===== src/rtl/apb_resp_mux.sv =====
// APB response multiplexer: routes the addressed slave's read data, ready and error
// back to the master, forcing an error completion on unmapped indices or wait-state timeouts.
module apb_resp_mux #(
   parameter int DATA_WIDTH = 8,
   parameter int NUM_SLAVES = 4,
   parameter int SEL_WIDTH  = 2,
   parameter int TIMEOUT    = 16
) (
   input  logic                             PCLK,
   input  logic                             PRESETn,
   input  logic                             PSEL,
   input  logic                             PENABLE,
   input  logic [SEL_WIDTH-1:0]             sel,
   input  logic [NUM_SLAVES*DATA_WIDTH-1:0] slv_prdata,
   input  logic [NUM_SLAVES-1:0]            slv_pready,
   input  logic [NUM_SLAVES-1:0]            slv_pslverr,
   input  logic                             err_clr,
   output logic [DATA_WIDTH-1:0]            PRDATA,
   output logic                             PREADY,
   output logic                             PSLVERR,
   output logic                             timeout,
   output logic [7:0]                       err_count
);

   typedef enum logic {IDLE, ACCESS} state_t;

   localparam logic [7:0] TIMEOUT_W = 8'(TIMEOUT);

   state_t                 state_q, state_d;
   logic [SEL_WIDTH-1:0]   idx_q, idx_d;
   logic [7:0]             wcnt_q, wcnt_d;
   logic [7:0]             err_count_q, err_count_d;

   logic                   sel_hit;
   logic                   sel_rdy;
   logic                   sel_err;
   logic [DATA_WIDTH-1:0]  sel_data;
   logic                   to_hit;
   logic                   err_inc;

   // Lane select from the latched index; sel_hit stays low for unmapped indices.
   always_comb begin
      sel_hit  = 1'b0;
      sel_rdy  = 1'b0;
      sel_err  = 1'b0;
      sel_data = '0;
      for (int i = 0; i < NUM_SLAVES; i++) begin
         if (idx_q == SEL_WIDTH'(i)) begin
            sel_hit  = 1'b1;
            sel_rdy  = slv_pready[i];
            sel_err  = slv_pslverr[i];
            sel_data = slv_prdata[i*DATA_WIDTH +: DATA_WIDTH];
         end
      end
   end

   // A slave asserting ready in the limit cycle still wins over the timeout.
   assign to_hit = (TIMEOUT != 0) && sel_hit && (wcnt_q == TIMEOUT_W) && !sel_rdy;

   always_comb begin
      PRDATA  = '0;
      PREADY  = 1'b0;
      PSLVERR = 1'b0;
      timeout = 1'b0;
      if (state_q == ACCESS) begin
         if (!sel_hit) begin
            PREADY  = 1'b1;
            PSLVERR = 1'b1;
         end else if (to_hit) begin
            PREADY  = 1'b1;
            PSLVERR = 1'b1;
            timeout = 1'b1;
         end else begin
            PRDATA  = sel_data;
            PREADY  = sel_rdy;
            PSLVERR = sel_err & sel_rdy;
         end
      end
   end

   always_comb begin
      state_d = state_q;
      idx_d   = idx_q;
      wcnt_d  = wcnt_q;
      err_inc = 1'b0;
      case (state_q)
         IDLE: begin
            if (PSEL && !PENABLE) begin
               state_d = ACCESS;
               idx_d   = sel;
               wcnt_d  = '0;
            end
         end
         ACCESS: begin
            // A dropped PSEL is a master abort: leave quietly, nothing counted.
            if (!PSEL) begin
               state_d = IDLE;
            end else if (PREADY) begin
               state_d = IDLE;
               err_inc = !sel_hit || to_hit;
            end else if (wcnt_q != 8'hFF) begin
               wcnt_d = wcnt_q + 8'd1;
            end
         end
         default: state_d = IDLE;
      endcase
   end

   always_comb begin
      err_count_d = err_count_q;
      if (err_clr) begin
         err_count_d = '0;
      end else if (err_inc && err_count_q != 8'hFF) begin
         err_count_d = err_count_q + 8'd1;
      end
   end

   always_ff @(posedge PCLK) begin
      if (!PRESETn) begin
         state_q     <= IDLE;
         idx_q       <= '0;
         wcnt_q      <= '0;
         err_count_q <= '0;
      end else begin
         state_q     <= state_d;
         idx_q       <= idx_d;
         wcnt_q      <= wcnt_d;
         err_count_q <= err_count_d;
      end
   end

   assign err_count = err_count_q;

endmodule


===== config.mk =====
export PLATFORM = sky130hd
export DESIGN_NAME = apb_resp_mux
export DESIGN_NICKNAME = d
export VERILOG_FILES = /design/src/rtl/apb_resp_mux.sv
export SDC_FILE = /design/constraint.sdc
export NUM_CORES = 1
export LEC_CHECK = 0
export CORE_MARGIN = 2
export CORE_UTILIZATION = 44
export CTS_CLUSTER_DIAMETER = 150
export CTS_CLUSTER_SIZE = 40
export DETAILED_ROUTE_END_ITERATION = 10
export PLACE_DENSITY = 0.82
export REMOVE_ABC_BUFFERS = 1
export SLEW_MARGIN = 20
export SYNTH_ARGS = -nofsm -noshare
export SYNTH_HDL_FRONTEND = slang
export SYNTH_SLANG_ARGS = --single-unit

===== constraint.sdc =====
create_clock -name PCLK -period 4.49 [get_ports PCLK]
set_input_delay 0.449 -clock PCLK [delete_from_list [all_inputs] [get_ports PCLK]]
set_output_delay 0.449 -clock PCLK [all_outputs]
set_load 0.05 [all_outputs]

# Yosys cells after proc, flatten, opt, wreduce, memory -nomap -nowiden
# Index checks and enable logic that the tools add are counted.
[op_classes]
add_sub_neg = 2
mul = 0
div = 0
order_cmp = 0
eq_ne = 10
n_shift = 0
n_mux = 40
n_bitwise = 3
n_reduce_logical = 12
[op_table]
columns = ["op", "count"]
rows = [
  ["8-bit two-way mux", 11],
  ["1-bit two-way mux", 27],
  ["8-bit by 1-bit adder with 8-bit output, second input constant", 2],
  ["8-bit != test, second input constant", 2],
  ["8-bit case mux with 2 select lines", 1],
  ["8-bit by 5-bit == test with 1-bit output, second input constant", 1],
  ["2-bit != test, second input constant", 3],
  ["2-bit == test, second input constant", 2],
  ["1-bit logical AND", 4],
  ["4-bit AND reduction", 1],
  ["1-bit logical NOT", 3],
  ["2-bit by 1-bit == test with 1-bit output, second input constant", 1],
  ["2-bit logical NOT", 1],
  ["2-bit by 1-bit != test with 1-bit output, second input constant", 1],
  ["1-bit NOT", 2],
  ["1-bit case mux with 2 select lines", 1],
  ["2-bit AND reduction", 1],
  ["2-bit OR reduction", 1],
  ["1-bit AND", 1],
  ["1-bit logical OR", 1],
]
[totals]
register_bits = 19
latchBits = 0
ramBits = 0
mem_bits_ro = 0
inputBits = 47
word_cells = 71
memories = 0

# Logic depth before layout (Yosys ltp)
[depth]
depth_word = 14
ltp_mapped = 7

# Least setup slack after synthesis
# No wires, ideal clock.
[synth_path]
path_kind = "input-to-output"
from = "input port slv_pready[2]"
to = "output port PSLVERR"
arrival_ps = 2061
required_ps = 4041
path_slack_ps = 1980
cell_stages = 5
n_path_buf = 1
cell_sequence = "mux2_4 -> mux2_2 -> nand2b_1 -> clkbuf_1 -> a21oi_1"
[synth_between]
elab_chain_cells = 7
[synth_rtl]
columns = ["element", "line_no", "rtl"]
rows = [
  ["from (decl)", "15", "input logic [NUM_SLAVES-1:0] slv_pready,"],
  ["1-bit two-way mux (*) (2 in series)", "48", "if (idx_q == SEL_WIDTH'(i)) begin"],
  ["1-bit logical NOT", "58", "assign to_hit = (TIMEOUT != 0) && sel_hit && (wcnt_q == TIMEOUT_W) && !sel_rdy;"],
  ["1-bit logical AND", "58", ""],
  ["1-bit two-way mux (*)", "69", "end else if (to_hit) begin"],
  ["1-bit two-way mux (*)", "66", "if (!sel_hit) begin"],
  ["1-bit two-way mux (*)", "65", "if (state_q == ACCESS) begin"],
  ["to (decl)", "20", "output logic PSLVERR,"],
]
# Mark *: on every way between the ends. The rest lies on a longest branch, timed or not.

# Worst setup path in the final report
[layout_path]
from = "register idx_q[0]"
to = "output port PSLVERR"
[layout_between]
elab_chain_cells = 10
[layout_rtl]
columns = ["element", "line_no", "rtl"]
rows = [
  ["from (decl)", "30", "logic [SEL_WIDTH-1:0] idx_q, idx_d;"],
  ["from (signal assigned)", "126", "idx_q <= idx_d;"],
  ["2-bit logical NOT", "48", ""],
  ["1-bit two-way mux (4 in series)", "48", ""],
  ["1-bit logical AND or 1-bit logical NOT (tied branches)", "58", ""],
  ["1-bit logical AND", "58", ""],
  ["1-bit two-way mux", "69", ""],
  ["1-bit two-way mux (*)", "66", ""],
  ["1-bit two-way mux (*)", "65", ""],
]
# Marks and branches as above.

==> impl.org <==
** Outcome
- The run finished with clean final reports.

** Critical path
- Number of cells on the worst reg-to-reg path :: 5
- By startpoint and endpoint, the worst setup path is classified as reg -> out.
- At the worst endpoint, the arrival time is 3.07 ns.
- The cell that appears most often on the critical path is sky130_fd_sc_hd__mux2_2.
- Of all nets on the critical path, the largest fanout is 12.
- In this run the critical register-to-register path is launched from idx_q[0].
- STA classifies the critical path startpoint as a register.
- Worst Setup End Kind :: output pin
- Series of cell instances along the critical path :: mux2_2, mux2_2, nand2b_1, a21oi_1, clkdlybuf4s50_1
- The worst register-to-register path ends at err_count[5].
- The setup check on the worst reg-to-reg path leaves a slack of 2.18 ns.
- Worst EP required :: 4.04 ns
- The slowest stage of the critical path is the sky130_fd_sc_hd__clkdlybuf4s50_1 cell.
- The largest single stage delay on the critical path is 0.81 ns.
- Launching instance or port of the critical path :: idx_q[0]

** Routing
- Final antenna-violating net count :: 0
- First DRT Iteration DRCs :: 65
- Per-cell via count in the routed design :: 5.28
- In the routed design, unresolved DRC markers number 0.
- Dividing the detail-routed wire length by the instance count gives 15.1 um.
- The pre-antenna-repair detailed-routing pass consisted of 4 iterations.
- Wires add up to 3.74 mm.
- Vias after detailed routing :: 1310

** Placement
- HPWL reported at the end of detailed placement :: 3.11 mm
- At the end of routability-driven placement, the weighted congestion stood at 0.842.
- Buffers placed on the I/O ports in this run total 65.
- Post-placement cell area :: 0.00206 mm2

** Global routing
- The via count of the first global-routing pass is 1379.
- For this run, the total global-route usage over all layers was measured as 0.231.
- Pin count of the biggest net entering global routing :: 14
- The number of antenna violations at the first check in global routing is 0.
- The first global-routing pass estimated 6.11 mm of wire.
- Global routing finished with a remaining overflow of 0.

** Floorplanning
- Die Area :: 0.00362 mm2
- The region available for standard cell placement spans 0.00303 mm2.
- Chip Width :: 60.2 um
- The die is 60.2 um tall.
- Effective utilization at floorplan :: 0.459
- # rows :: 20
- For this design the top-level I/O count stands at 66.

** CTS
- Post-cts resize count :: 0
- Clock-pin slew was measured on the worst setup and hold paths at 0.11 ns.
- Maximum buffer depth of the clock tree :: 2
- Post-CTS setup buffer count :: 0
- Clock tree root driver cell :: sky130_fd_sc_hd__clkbuf_4
- Number of buffers added to fix hold violations after cts :: 0
- Cts bufs inserted :: 3
- Clock latency on the worst-skew pair :: 0.31 ns
- TritonCTS built the clock tree.
- For this design, the sink count on the clock tree is 19.
- CTS built an H-tree with a depth of 1.

** Yosys
- The cell count after synthesis came out at 142.
- The synthesized design spends more area on one cell type than any other, namely sky130_fd_sc_hd__dfxtp_1.
- For this run, the register share of the synthesized area comes to 0.274.
- Largest cells by area after synthesis :: sky130_fd_sc_hd__dfxtp_1 27%, sky130_fd_sc_hd__mux4_2 15%, sky130_fd_sc_hd__xnor2_1 5.0%, sky130_fd_sc_hd__nor2_1 4.6%, sky130_fd_sc_hd__and3_1 4.5%
- Synth Area per Inst :: 9.78 um2
- After synthesis the cells add up to 0.00139 mm2.
- Post-synthesis sequential element count :: 19
- Number of distinct library cells after synthesis :: 37
- Top-area cell type share of the netlist area :: 0.274
- Syn. warnings :: 0

** Hold path
- The worst hold path terminates at wcnt_q[1].
- The worst hold path begins at wcnt_q[1].
- The min-delay analysis places its worst path in the category reg -> reg.
- The worst hold path passes through 2 cells.

** Pwr
- Power density cells :: 171 mW/mm2
- VDD sags by at most 116 uV.
- Of the total power, the share spent switching nets is 0.262.
- Internal power comes to 264 uW.
- Sw Pwr :: 93.7 uW
- The share of total power dissipated in sequential elements is 0.493.
- The share of total power dissipated in combinational logic is 0.259.
- The share of total power dissipated in the clock network is 0.248.
- Leakage power :: 0.000705 uW

** Timing
- Dividing the final minimum period by the clock period gives 0.784.
- Slew margin rel. :: 0.540
- Setup violations remaining at the end of the flow were counted as 0.
- Final critical path time including I/O delays and setup :: 3.52 ns
- Actual transition at the worst max-transition pin :: 0.689 ns
- Max frequency :: 284 MHz
- Across the routed clock network, the largest skew measured is 0.00997 ns.
- Total count of hold-check failures in the final report :: 0
- Setup TNS :: 0 ns
- Setup repair after global routing left no endpoint under its margin.
- The count of final max-slew check failures came to 0.

** Layout
- Filler instances :: 251
- After routing the design area is 0.00209 mm2.
- Share of post-route cells with drive strength above 1 :: 0.127
- 0 antenna diodes ended up in the layout.
- Area Growth Syn to Fin :: 50.3%
- In the final layout, flip-flops and latches occupy 380 um2.
- Final nets :: 255
- Area of combinational cells with multiple inputs :: 951 um2

** Job
- Max-cap violations in this run came to 0.
==> worst max-delay path by stage <==
stage,slack (ns),endpoint
CTS,0.91,PSLVERR
floorplan,1.66,PSLVERR
detailed placement,1.27,PSLVERR
global placement,1.34,PSLVERR
global route,0.76,PSLVERR
finish,0.97,PSLVERR
==> cells in the mapped netlist (all sizes together) <==
cell and instances:
dfxtp 19, nor2 17, and3 10, mux4 9, nand3 9, xnor2 8
inv 6, nand2 6, nor3 6, buf 4, mux2 4, mux2i 4
nor2b 4, nor4 4, a21oi 3, and4 3, clkbuf 3, ha 3
nand2b 3, nand3b 3, nand4 3, nor3b 2, o31ai 2, a211oi 1
and3b 1, nand4b 1, nor4b 1, o22a 1, o22ai 1, xor2 1
==> cell families (layout without fill, tap and decap cells) <==
family / Yosys count / in the layout / share of synthesized area
flops: 19 / 19 / 0.274
fa+ha+maj: 3 / 3 / 0.0270
buf+inv: 13 / 75 / 0.0414
xor+xnor: 9 / 9 / 0.0568
mux: 17 / 17 / 0.210
simple gates: 73 / 73 / 0.347
compound gates: 8 / 8 / 0.0441
==> power by group through the flow <==
stage                     logic [uW]  registers [uW]  clock network (uW)
after CTS                       93.1             176                91.1
final                           92.7             176                88.6
after global routing            97.8             177                99.7
after detailed placement        92.9             180                   0
after floorplan                 40.6             178                   0
after global placement          90.9             180                   0
==> area by class of cell <==
type	instances	share of cell area
clock buffers	3	0.0108
clock inverters	1	0.00240
multi-input cells	110	0.456
flip-flops and latches	19	0.182
repair buffers	65	0.312
well taps	44	0.0264
inverters	6	0.0108
==> state kept, by name (all words and copies together), names as in the netlist <==
| name | flops |
|---|---|
| idx_q | 2 |
| wcnt_q | 8 |
| err_count | 8 |
| state_q | 1 |
==> metrics by stage <==
stage                     hold WS [ns]  utilization  std cells  total power, uW  worst slack (ns)
after floorplan                  0.491            -        135              219              1.66
after global placement           0.507        0.680        244              271              1.34
after detailed placement         0.521        0.680        244              273              1.27
after CTS                        0.539        0.689        248              360             0.914
after global routing             0.571        0.689        248              374             0.763
final                            0.540        0.689        248              357             0.969
==> cells in the final DEF (no fill, tap or decap), types with 2 or more instances in the layout <==
| master | count |
|---|---|
| sky130_fd_sc_hd__nand3_1 | 8 |
| sky130_fd_sc_hd__nor2_1 | 17 |
| sky130_fd_sc_hd__ha_1 | 3 |
| sky130_fd_sc_hd__nand2_1 | 6 |
| sky130_fd_sc_hd__mux2_2 | 2 |
| sky130_fd_sc_hd__nand2b_1 | 3 |
| sky130_fd_sc_hd__and3_1 | 10 |
| sky130_fd_sc_hd__dfxtp_1 | 19 |
| sky130_fd_sc_hd__nor4_2 | 4 |
| sky130_fd_sc_hd__nand3b_1 | 3 |
| sky130_fd_sc_hd__a21oi_1 | 3 |
| sky130_fd_sc_hd__nand4_1 | 3 |
| sky130_fd_sc_hd__mux4_2 | 9 |
| sky130_fd_sc_hd__clkbuf_4 | 3 |
| sky130_fd_sc_hd__mux2i_1 | 4 |
| sky130_fd_sc_hd__inv_1 | 6 |
| sky130_fd_sc_hd__clkdlybuf4s50_1 | 65 |
| sky130_fd_sc_hd__and4_1 | 3 |
| sky130_fd_sc_hd__o31ai_1 | 2 |
| sky130_fd_sc_hd__nor3_1 | 4 |
| sky130_fd_sc_hd__nor2b_1 | 4 |
| sky130_fd_sc_hd__nor3_4 | 2 |
| sky130_fd_sc_hd__xnor2_1 | 8 |
==> worst max-delay path, delay by kind of cell (launching register included) <==
kind / cells / cell delay (ns)
DFF: 1 / 0.78
muxes: 2 / 0.71
and+or+nand+nor: 1 / 0.28
buffers and inverters: 1 / 0.81
AOI/OAI and AO/OA: 1 / 0.18
==> layer usage <==
| layer | global-route usage | vias to the layer above | share of wire |
|---|---|---|---|
| li1 | - | 647 | - |
| met1 | 0.256 | 630 | 0.41 |
| met2 | 0.419 | 26 | 0.55 |
| met3 | 0.0541 | 7 | 0.028 |
| met4 | 0.0921 | 0 | 0.014 |
| met5 | 0 | - | 0 |
Power figures use the tool's default switching activity.
